## src/rtl/instruction_fetch_unit_pkg.sv

```systemverilog
// Shared types and constants for the instruction fetch stage: widths, FSM
// encodings, RISC-V opcodes and immediate field extraction helpers.
package instruction_fetch_unit_pkg;

    localparam int ADDR_WIDTH_DEFAULT = 32;
    localparam int INST_WIDTH_DEFAULT = 32;

    typedef enum logic [1:0] {
        FETCH_IDLE    = 2'd0,
        FETCH_WAIT    = 2'd1,
        FETCH_DISCARD = 2'd2
    } fetch_state_e;

    localparam logic [6:0] OPC_JAL    = 7'b1101111;
    localparam logic [6:0] OPC_BRANCH = 7'b1100011;

    // J-immediate from inst[31:12]; result is the signed byte offset.
    function automatic logic signed [20:0] imm_j(input logic [19:0] f);
        return {f[19], f[7:0], f[8], f[18:9], 1'b0};
    endfunction

    // B-immediate from inst[31:25] (hi) and inst[11:7] (lo).
    function automatic logic signed [12:0] imm_b(input logic [6:0] hi, input logic [4:0] lo);
        return {hi[6], lo[0], hi[5:0], lo[4:1], 1'b0};
    endfunction

endpackage

```

## src/rtl/instruction_fetch_unit_inst_queue.sv

```systemverilog
// DEPTH-entry synchronous FIFO holding {pc, pred_pc, inst}; the head is read
// straight from the storage array so a pushed entry is visible next cycle.
module inst_queue #(
    parameter int DEPTH      = 4,
    parameter int ADDR_WIDTH = 32,
    parameter int INST_WIDTH = 32
) (
    input  logic                     clk,
    input  logic                     srst,
    input  logic                     push,
    input  logic                     pop,
    input  logic                     clear,
    input  logic [ADDR_WIDTH-1:0]    push_pc,
    input  logic [ADDR_WIDTH-1:0]    push_pred_pc,
    input  logic [INST_WIDTH-1:0]    push_inst,
    output logic [ADDR_WIDTH-1:0]    head_pc,
    output logic [ADDR_WIDTH-1:0]    head_pred_pc,
    output logic [INST_WIDTH-1:0]    head_inst,
    output logic                     full,
    output logic                     empty,
    output logic [$clog2(DEPTH):0]   count
);

    localparam int PTR_W = $clog2(DEPTH);
    localparam int CNT_W = PTR_W + 1;
    localparam logic [CNT_W-1:0] DEPTH_C = CNT_W'(DEPTH);

    logic [ADDR_WIDTH-1:0] pc_mem   [DEPTH];
    logic [ADDR_WIDTH-1:0] pred_mem [DEPTH];
    logic [INST_WIDTH-1:0] inst_mem [DEPTH];

    logic [PTR_W-1:0] wr_ptr_reg, rd_ptr_reg;
    logic [CNT_W-1:0] count_reg;
    logic             do_push, do_pop;

    assign full    = (count_reg == DEPTH_C);
    assign empty   = (count_reg == '0);
    assign count   = count_reg;
    assign do_push = push & ~clear & (~full | pop);
    assign do_pop  = pop & ~clear & ~empty;

    always_ff @(posedge clk) begin
        if (srst || clear) begin
            wr_ptr_reg <= '0;
            rd_ptr_reg <= '0;
            count_reg  <= '0;
        end else begin
            if (do_push) wr_ptr_reg <= wr_ptr_reg + PTR_W'(1);
            if (do_pop)  rd_ptr_reg <= rd_ptr_reg + PTR_W'(1);
            count_reg <= count_reg + CNT_W'(do_push) - CNT_W'(do_pop);
        end
    end

    // Storage carries no reset; validity is tracked by count alone.
    always_ff @(posedge clk) begin
        if (do_push && !srst) begin
            pc_mem[wr_ptr_reg]   <= push_pc;
            pred_mem[wr_ptr_reg] <= push_pred_pc;
            inst_mem[wr_ptr_reg] <= push_inst;
        end
    end

    assign head_pc      = pc_mem[rd_ptr_reg];
    assign head_pred_pc = pred_mem[rd_ptr_reg];
    assign head_inst    = inst_mem[rd_ptr_reg];

endmodule

```

## src/rtl/instruction_fetch_unit.sv

```systemverilog
// Fetch stage: PC register, one-outstanding fetch FSM and instruction queue.
// Define FETCH_STATIC_PREDICT_EN to predict JAL and backward branches as taken.
module instruction_fetch_unit
    import instruction_fetch_unit_pkg::*;
#(
    parameter int ADDR_WIDTH = ADDR_WIDTH_DEFAULT,
    parameter int INST_WIDTH = INST_WIDTH_DEFAULT,
    parameter int DEPTH      = 4,
    parameter logic [ADDR_WIDTH-1:0] RESET_PC = '0
) (
    input  logic                  clk_in,
    input  logic                  rst_in,
    input  logic                  rdy_in,
    output logic                  if_to_mc_valid,
    output logic [ADDR_WIDTH-1:0] if_to_mc_addr,
    input  logic                  mc_to_if_done,
    input  logic [INST_WIDTH-1:0] mc_to_if_inst,
    output logic                  if_to_dc_valid,
    input  logic                  dc_to_if_ready,
    output logic [INST_WIDTH-1:0] if_to_dc_inst,
    output logic [ADDR_WIDTH-1:0] if_to_dc_pc,
    output logic [ADDR_WIDTH-1:0] if_to_dc_pred_pc,
    input  logic                  rob_to_if_flush,
    input  logic [ADDR_WIDTH-1:0] rob_to_if_target
);

    localparam int CNT_W = $clog2(DEPTH) + 1;
    localparam logic [CNT_W-1:0] DEPTH_C = CNT_W'(DEPTH);

    fetch_state_e          state_reg, state_next;
    logic [ADDR_WIDTH-1:0] pc_reg, pc_next;
    logic [ADDR_WIDTH-1:0] req_addr_reg, req_addr_next;
    logic                  req_valid_reg, req_valid_next;
    logic [ADDR_WIDTH-1:0] pred_pc;

    logic             q_push, q_pop, q_clear, q_full, q_empty;
    logic [CNT_W-1:0] q_count, count_after;
    logic             flush_act, done_wait, room_after;

    assign flush_act   = rdy_in & rob_to_if_flush;
    assign done_wait   = (state_reg == FETCH_WAIT) & mc_to_if_done;
    assign q_clear     = flush_act;
    assign q_push      = rdy_in & done_wait & ~rob_to_if_flush;
    assign q_pop       = rdy_in & if_to_dc_valid & dc_to_if_ready;
    // Occupancy after this cycle's enqueue and any simultaneous dequeue.
    assign count_after = q_count + CNT_W'(done_wait) - CNT_W'(q_pop);
    assign room_after  = (count_after < DEPTH_C);

    always_comb begin
        pred_pc = pc_reg + ADDR_WIDTH'(4);
`ifdef FETCH_STATIC_PREDICT_EN
        if (mc_to_if_inst[6:0] == OPC_JAL) begin
            pred_pc = pc_reg + ADDR_WIDTH'(imm_j(mc_to_if_inst[31:12]));
        end else if (mc_to_if_inst[6:0] == OPC_BRANCH && mc_to_if_inst[31]) begin
            pred_pc = pc_reg + ADDR_WIDTH'(imm_b(mc_to_if_inst[31:25], mc_to_if_inst[11:7]));
        end
`endif
    end

    always_ff @(posedge clk_in) begin
        if (rst_in) begin
            state_reg     <= FETCH_IDLE;
            pc_reg        <= RESET_PC;
            req_valid_reg <= 1'b0;
            req_addr_reg  <= '0;
        end else if (rdy_in) begin
            state_reg     <= state_next;
            pc_reg        <= pc_next;
            req_valid_reg <= req_valid_next;
            req_addr_reg  <= req_addr_next;
        end
    end

    always_comb begin
        state_next = state_reg;
        case (state_reg)
            FETCH_IDLE: begin
                if (!rob_to_if_flush && !q_full) state_next = FETCH_WAIT;
            end
            FETCH_WAIT: begin
                if (mc_to_if_done) begin
                    state_next = (rob_to_if_flush || !room_after) ? FETCH_IDLE : FETCH_WAIT;
                end else if (rob_to_if_flush) begin
                    state_next = FETCH_DISCARD;
                end
            end
            FETCH_DISCARD: begin
                if (mc_to_if_done) state_next = FETCH_IDLE;
            end
            default: state_next = FETCH_IDLE;
        endcase
    end

    // A discarded request keeps valid/addr asserted until memory answers it.
    always_comb begin
        pc_next        = rob_to_if_flush ? rob_to_if_target : pc_reg;
        req_valid_next = req_valid_reg;
        req_addr_next  = req_addr_reg;
        case (state_reg)
            FETCH_IDLE: begin
                if (!rob_to_if_flush && !q_full) begin
                    req_valid_next = 1'b1;
                    req_addr_next  = pc_reg;
                end
            end
            FETCH_WAIT: begin
                if (mc_to_if_done) begin
                    if (rob_to_if_flush) begin
                        req_valid_next = 1'b0;
                    end else begin
                        pc_next = pred_pc;
                        if (room_after) req_addr_next = pred_pc;
                        else            req_valid_next = 1'b0;
                    end
                end
            end
            FETCH_DISCARD: begin
                if (mc_to_if_done) req_valid_next = 1'b0;
            end
            default: req_valid_next = 1'b0;
        endcase
    end

    assign if_to_mc_valid = req_valid_reg;
    assign if_to_mc_addr  = req_addr_reg;
    assign if_to_dc_valid = ~q_empty & ~flush_act;

    inst_queue #(
        .DEPTH      (DEPTH),
        .ADDR_WIDTH (ADDR_WIDTH),
        .INST_WIDTH (INST_WIDTH)
    ) u_inst_queue (
        .clk          (clk_in),
        .srst         (rst_in),
        .push         (q_push),
        .pop          (q_pop),
        .clear        (q_clear),
        .push_pc      (pc_reg),
        .push_pred_pc (pred_pc),
        .push_inst    (mc_to_if_inst),
        .head_pc      (if_to_dc_pc),
        .head_pred_pc (if_to_dc_pred_pc),
        .head_inst    (if_to_dc_inst),
        .full         (q_full),
        .empty        (q_empty),
        .count        (q_count)
    );

endmodule

```

## config.mk

```make
export PLATFORM = sky130hd
export DESIGN_NAME = instruction_fetch_unit
export DESIGN_NICKNAME = d
export VERILOG_FILES = /design/src/rtl/instruction_fetch_unit_pkg.sv /design/src/rtl/instruction_fetch_unit_inst_queue.sv /design/src/rtl/instruction_fetch_unit.sv
export SDC_FILE = /design/constraint.sdc
export NUM_CORES = 1
export LEC_CHECK = 0
export BUFFER_PORTS_ARGS = -buffer_cell sky130_fd_sc_hd__buf_2
export CORE_MARGIN = 2
export CORE_UTILIZATION = 50
export CTS_CLUSTER_DIAMETER = 150
export DETAILED_ROUTE_END_ITERATION = 12
export HOLD_SLACK_MARGIN = 0.08
export PLACE_DENSITY = 0.69
export REMOVE_ABC_BUFFERS = 1
export SYNTH_ARGS = -nofsm -noshare
export SYNTH_HDL_FRONTEND = slang
export SYNTH_SLANG_ARGS = --single-unit
```

## constraint.sdc

```tcl
create_clock -name clk_in -period 15.8 [get_ports clk_in]
set_input_delay 3.16 -clock clk_in [delete_from_list [all_inputs] [get_ports clk_in]]
set_output_delay 3.16 -clock clk_in [all_outputs]
set_load 0.05 [all_outputs]
```

# Word-level counts from Yosys, hierarchy flattened
# Memory sizes are Yosys's and may differ from the RTL's. A register that Yosys moved wholly into a read port is not among the register bits.
# Cells that the tools add are included.
[word_totals]
ff_bits = 74
ram_bits = 384
output_inout_bits = 130
elab_cells = 87
memories = 3
[op_classes]
add_sub_neg = 7
n_lt_le_gt_ge = 1
eq_ne = 10
mux = 29
bitwise = 16
n_reduce_logical = 14
[mem_list]
columns = ["name", "depth", "word_bits", "rd", "rd_ports_with_merged_regs", "write_ports", "line", "text"]
rows = [
  ["u_inst_queue.inst_mem", 4, 32, 1, 1, 1, "instruction_fetch_unit_inst_queue.sv:30", "logic [INST_WIDTH-1:0] inst_mem [DEPTH];"],
  ["u_inst_queue.pc_mem", 4, 32, 1, 1, 1, "instruction_fetch_unit_inst_queue.sv:28", "logic [ADDR_WIDTH-1:0] pc_mem [DEPTH];"],
  ["u_inst_queue.pred_mem", 4, 32, 1, 1, 1, "instruction_fetch_unit_inst_queue.sv:29", "logic [ADDR_WIDTH-1:0] pred_mem [DEPTH];"],
]
[ops]
columns = ["operator", "count"]
rows = [
  ["32-bit two-way mux", 8],
  ["32-bit case mux with 2 select lines", 1],
  ["32-bit by 3-bit adder with 32-bit output, second input constant", 1],
  ["2-bit two-way mux", 10],
  ["1-bit AND", 11],
  ["2-bit != test, second input constant", 5],
  ["1-bit two-way mux", 8],
  ["3-bit by 1-bit adder with 3-bit output", 2],
  ["3-bit != test, second input constant", 2],
  ["2-bit case mux with 3 select lines", 1],
  ["6-bit AND reduction", 1],
  ["3-bit by 1-bit subtractor with 3-bit output", 2],
  ["5-bit AND reduction", 1],
  ["2-bit by 1-bit adder with 2-bit output, second input constant", 2],
  ["1-bit zero test", 4],
  ["1-bit NOT", 4],
  ["4-bit AND reduction", 1],
  ["3-bit == test, second input constant", 1],
  ["3-bit zero test", 1],
  ["3-bit less-than comparator, second input constant", 1],
  ["1-bit case mux with 3 select lines", 1],
  ["2-bit by 1-bit == test with 1-bit output, second input constant", 1],
  ["2-bit == test, second input constant", 1],
  ["1-bit logical AND", 2],
  ["other kinds (4)", 5],
]

# Longest topological paths before layout
[depth]
word_depth = 12
mapped_depth = 13
mapped_depth_nobuf = 11

# Cells and area by module
# Synthesis repeated with hierarchy kept, for this count alone.
[unflattened]
hier_cells = 1099
area_unflattened_um2 = 18577.8
[modules_own_cells]
columns = ["module", "instances", "cells_per_inst", "area_per_inst_um2"]
rows = [
  ["inst_queue", 1, 554, 14351.3],
  ["instruction_fetch_unit", 1, 545, 4226.6],
]

# Worst setup path after synthesis
# Ideal clock, no wire load.
[synth_path]
path_kind = "input to output"
start = "input rdy_in"
end = "output if_to_dc_valid"
arrival_ns = 4.446
t_required_ns = 12.640
path_slack_ns = 8.194
path_stages = 6
cell_sequence = "buf_2 inv_1 buf_2 nor2_1 buf_2 nor2_1"
[synth_via]
elab_chain_len = 3
[synth_lines]
columns = ["element", "line", "text"]
rows = [
  ["from (decl)", "instruction_fetch_unit.sv:13", "input logic rdy_in,"],
  ["1-bit AND", "instruction_fetch_unit.sv:40", "assign flush_act = rdy_in & rob_to_if_flush;"],
  ["1-bit NOT", "instruction_fetch_unit.sv:126", "assign if_to_dc_valid = ~q_empty & ~flush_act;"],
  ["1-bit AND", "instruction_fetch_unit.sv:126", ""],
  ["to (decl)", "instruction_fetch_unit.sv:18", "output logic if_to_dc_valid,"],
]
# Every way passes these cells.

# Worst setup path in the final report
[layout_path]
start = "input rob_to_if_flush"
end = "output if_to_dc_valid"
[layout_via]
elab_chain_len = 3
[layout_lines]
columns = ["element", "line", "text"]
rows = [
  ["from (decl)", "instruction_fetch_unit.sv:23", "input logic rob_to_if_flush,"],
  ["1-bit AND", "instruction_fetch_unit.sv:40", ""],
  ["1-bit NOT", "instruction_fetch_unit.sv:126", ""],
  ["1-bit AND", "instruction_fetch_unit.sv:126", ""],
]
# Every way passes these cells.

==> results.toml <==
[status]
outcome = "finished clean"

[synth]
synth-edff-count = 376
avgSynthCellArea_um2 = 16.86
synth.ff_latch_count = 452
post_synth_instance_area_mm2 = 0.01819
yosys_warnings = 0
synth_cell_types = 73
synthFlopType = "sky130_fd_sc_hd__edfxtp_1"
proportion_of_synthesized_flip_flops_having_asynchronous_set_or_reset_pct = 0
cells_after_synth = 1079
seq_area_frac_synth_pct = 70.42

[finish]
finalNetCount = 1344
final_core_density_pct = 58.59
top_register = "u_inst_queue.inst_mem"
layout-drive-gt1-share_pct = 30.89
reg_top3 = "u_inst_queue.inst_mem: 128 flops, u_inst_queue.pred_mem: 126 flops, u_inst_queue.pc_mem: 122 flops"
multi_input_area_mm2 = 0.004976
largest_register_ff_count = 128
diodes_inserted = 0
nFillCells = 2771
final-seq-area_mm2 = 0.01282
area_growth_from_synthesis_to_final_layout_pct = 15.09

[critical_path]
cp_max_fo = 27
worst_r2r_path_depth = 7
worstPathRequired_ns = 12.64
reg2reg_setup_slack_ns = 11.33
reg2reg_from = "state_reg[0]"
end_kind = "primary output"
worstPathCellList = "buf_2 -> clkinv_1 -> nor2_1 -> buf_4 -> nor2_1 -> buf_2"
timing_worst_setup_path_type = "in2out"
slowest_delay_ns = 0.70
worst_setup_path_start_kind = "input pin"
r2r-end = "u_inst_queue.inst_mem[0][27]"
cpMaxStageDelayCell = "sky130_fd_sc_hd__clkinv_1"
arrival_time_worst_endpoint_ns = 4.98

[timing]
period_share_pct = 51.50
finalSetupViolations = 0
slew_viol_final = 0
max_clock_freq_mhz = 122.9
fin_setup_tns_ns = 0
finalWorstPathRequiredPeriod_ns = 8.137
slew_headroom_pct = 22.38
timing_worst_slew_pin_value_ns = 1.152
grt_setup_unrepaired = "false"
hold_viol = 0
timing.clock.skew_ns = 0.01159

[hold_path]
hold_path.class = "reg2reg"
min_delay_worst_endpoint = "if_to_mc_addr[0]"
worstHoldPathCells = 2
hold_start = "if_to_mc_addr[0]"

[grt]
track_usage_pct = 20.62
grt_pass1_vias = 9889
grt_max_degree = 70
number_of_antenna_violations_at_the_first_check_in_global_routing = 0
wire_length_of_the_first_global_routing_pass_um = 59670
grt_remaining_overflow = 0

[route]
route.top_layer_used = "met4"
routed_wire_length_per_instance_um = 22.51
initialDrtViolationCount = 959
detailroute.wirelength.met2_um = 19130
via_per_inst = 5.763
drt-pass1-iter-count = 7
vias = 10140
final_antenna_net_count = 0
met3_wirelength_um = 2570
routed_wl_um = 39600
wl_met1_um = 17140
remaining_design_rule_violation_count = 0

[pwr]
total_switching_power_mw = 0.5457
power.combinational.fraction_pct = 5.6
clockPowerShare_pct = 40.9
pwr_density_cell_mw_per_mm2 = 119.0
static-leakage-power_nw = 7.095
worst_ir_drop_on_vdd_uv = 80.79
seq_power_share_pct = 53.5
p_int_mw = 1.947
finalPower_mw = 2.493
switching_share_pct = 21.89

[clock_network]
post-cts-setup-buffer-count = 0
cts_buffer_depth = 3
clock_latency_ns = 0.54
postCtsResizedCells = 0
cts-buffers-inserted = 45
cts_tree = "yes"
cts-htree-levels = 2
holdBufCountCts = 0
clock_tree.root_cell = "sky130_fd_sc_hd__clkbuf_16"
clock_sink_count = 452
cts.clk_slew.worst_paths_ns = 0.05

[floorplan]
std_cell_core_area_mm2 = 0.03574
die-area_mm2 = 0.03793
die_height_um = 194.8
initial_core_utilization_pct = 50.91
i_o_pins = 200
chipWidth_um = 194.8
placementRows = 69

[placement]
numPortBuffers = 199
place.detailed.hpwl_um = 24620
globalplace.congestion = 0.8499

[flow_run]
maxcap_viol_count = 0
cells in the final DEF, fill, tap and decap left out, types with 10 or more instances in the layout:
| cell type | synthesis | routed |
|---|---|---|
| sky130_fd_sc_hd__a211oi_1 | 28 | 28 |
| sky130_fd_sc_hd__a21oi_1 | 21 | 21 |
| sky130_fd_sc_hd__buf_2 | 30 | 199 |
| sky130_fd_sc_hd__buf_4 | 2 | 12 |
| sky130_fd_sc_hd__clkbuf_1 | 31 | 13 |
| sky130_fd_sc_hd__clkbuf_16 | 0 | 47 |
| sky130_fd_sc_hd__dfxtp_1 | 76 | 74 |
| sky130_fd_sc_hd__edfxtp_1 | 376 | 376 |
| sky130_fd_sc_hd__inv_1 | 17 | 17 |
| sky130_fd_sc_hd__mux4_2 | 94 | 94 |
| sky130_fd_sc_hd__nand2_1 | 53 | 53 |
| sky130_fd_sc_hd__nand3_1 | 16 | 16 |
| sky130_fd_sc_hd__nor2_1 | 89 | 89 |
| sky130_fd_sc_hd__nor3_1 | 18 | 18 |
| sky130_fd_sc_hd__o21ai_0 | 21 | 21 |
| sky130_fd_sc_hd__o22ai_1 | 10 | 10 |
| sky130_fd_sc_hd__xnor2_1 | 42 | 42 |
| sky130_fd_sc_hd__xor2_1 | 19 | 19 |
final cells by class:
| class | count | share of cell area, % |
|---|---|---|
| sequential | 452 | 61.22 |
| multi-input combinational | 536 | 23.76 |
| clock buffer | 61 | 5.915 |
| timing repair buffer | 211 | 5.186 |
| tap | 461 | 2.755 |
| clock inverter | 20 | 0.8365 |
| inverter | 18 | 0.3227 |
worst max-delay path: cells and delay by family:
family        cells  cell delay (ns)
buf+inv           4             1.45
simple gates      2             0.35
power by group through the flow:
stage	Sequential [mW]	Clock (mW)	Combinational [mW]
after floorplan	1.38	0	0.0582
after detailed placement	1.36	0	0.140
after CTS	1.33	1.04	0.140
after global routing	1.34	1.09	0.150
final	1.33	1.02	0.140
after global placement	1.36	0	0.137
stage by stage:
| stage | hold WS (ns) | std cells | worst slack, ns | area (um2) |
|---|---|---|---|---|
| 6_report | 0.4940 | 1759 | 7.663 | 20940 |
| 5_1_grt | 0.5189 | 1759 | 7.498 | 20940 |
| 4_1_cts | 0.4999 | 1759 | 7.754 | 20940 |
| 3_3_place_gp | 0.4695 | 1678 | 7.776 | 19530 |
| 2_1_floorplan | 0.4692 | 1006 | 7.709 | 17850 |
| 3_5_place_dp | 0.4901 | 1678 | 7.742 | 19530 |
cell usage after synthesis, types with 2 or more instances:
master	count	area [um2]
sky130_fd_sc_hd__a211oi_1	28	210.2
sky130_fd_sc_hd__a211oi_2	5	62.56
sky130_fd_sc_hd__a21oi_1	21	105.1
sky130_fd_sc_hd__a221oi_1	2	17.52
sky130_fd_sc_hd__a22oi_1	8	60.06
sky130_fd_sc_hd__a311oi_1	4	35.03
sky130_fd_sc_hd__a31o_2	2	17.52
sky130_fd_sc_hd__a31oi_1	5	31.28
sky130_fd_sc_hd__and2_1	6	37.54
sky130_fd_sc_hd__and3_1	9	56.30
sky130_fd_sc_hd__buf_1	6	22.52
sky130_fd_sc_hd__buf_2	30	150.1
sky130_fd_sc_hd__buf_4	2	15.01
sky130_fd_sc_hd__buf_6	4	45.04
sky130_fd_sc_hd__clkbuf_1	31	116.4
sky130_fd_sc_hd__dfxtp_1	76	1521
sky130_fd_sc_hd__edfxtp_1	376	11290
sky130_fd_sc_hd__ha_1	9	112.6
sky130_fd_sc_hd__inv_1	17	63.81
sky130_fd_sc_hd__mux2i_1	4	40.04
sky130_fd_sc_hd__mux4_2	94	2117
sky130_fd_sc_hd__nand2_1	53	198.9
sky130_fd_sc_hd__nand3_1	16	80.08
sky130_fd_sc_hd__nand3_2	2	20.02
sky130_fd_sc_hd__nand3_4	2	35.03
sky130_fd_sc_hd__nand3b_1	3	22.52
sky130_fd_sc_hd__nand4_1	5	31.28
sky130_fd_sc_hd__nand4_2	2	25.02
sky130_fd_sc_hd__nor2_1	89	334.1
sky130_fd_sc_hd__nor2b_1	2	12.51
sky130_fd_sc_hd__nor3_1	18	90.09
sky130_fd_sc_hd__nor3_2	2	20.02
sky130_fd_sc_hd__nor4_1	3	18.77
sky130_fd_sc_hd__o211ai_1	6	45.04
sky130_fd_sc_hd__o21a_1	4	30.03
sky130_fd_sc_hd__o21ai_0	21	105.1
sky130_fd_sc_hd__o22ai_1	10	62.56
sky130_fd_sc_hd__o2bb2ai_1	3	26.28
sky130_fd_sc_hd__o41ai_1	2	17.52
sky130_fd_sc_hd__or3_1	4	25.02
sky130_fd_sc_hd__or4_1	2	15.01
sky130_fd_sc_hd__xnor2_1	42	367.9
sky130_fd_sc_hd__xor2_1	19	166.4
layer usage:
metal	GRT usage [%]	vias up
met5	0	-
li1	-	4586
met2	33.19	362
met3	4.095	51
met1	29.10	5138
met4	5.428	0
logic make-up (layout without fill, tap and decap cells):
kind of cell               Yosys count  in the layout  synth area share, %
buffers and inverters               91            310                2.290
DFF                                452            452                70.42
xor gates and xnor gates            61             61                2.936
adders and majority gates           10             10               0.7289
and+or+nand+nor                    232            232                6.512
muxes                               98             98                11.86
AOI/OAI and AO/OA                  135            135                5.261
how the worst max path moves through the flow:
| stage | startpoint | end | slack, ns | depth (start not counted) |
|---|---|---|---|---|
| 3_5_place_dp | rob_to_if_flush | if_to_dc_valid | 7.74 | 6 |
| 3_3_place_gp | rob_to_if_flush | if_to_dc_valid | 7.78 | 6 |
| 6_report | rob_to_if_flush | if_to_dc_valid | 7.66 | 6 |
| 4_1_cts | rob_to_if_flush | if_to_dc_valid | 7.75 | 6 |
| 5_1_grt | rob_to_if_flush | if_to_dc_valid | 7.50 | 6 |
| 2_1_floorplan | flop | if_to_dc_pc[0] | 7.71 | 1 |
Power figures use the tool's default switching activity.
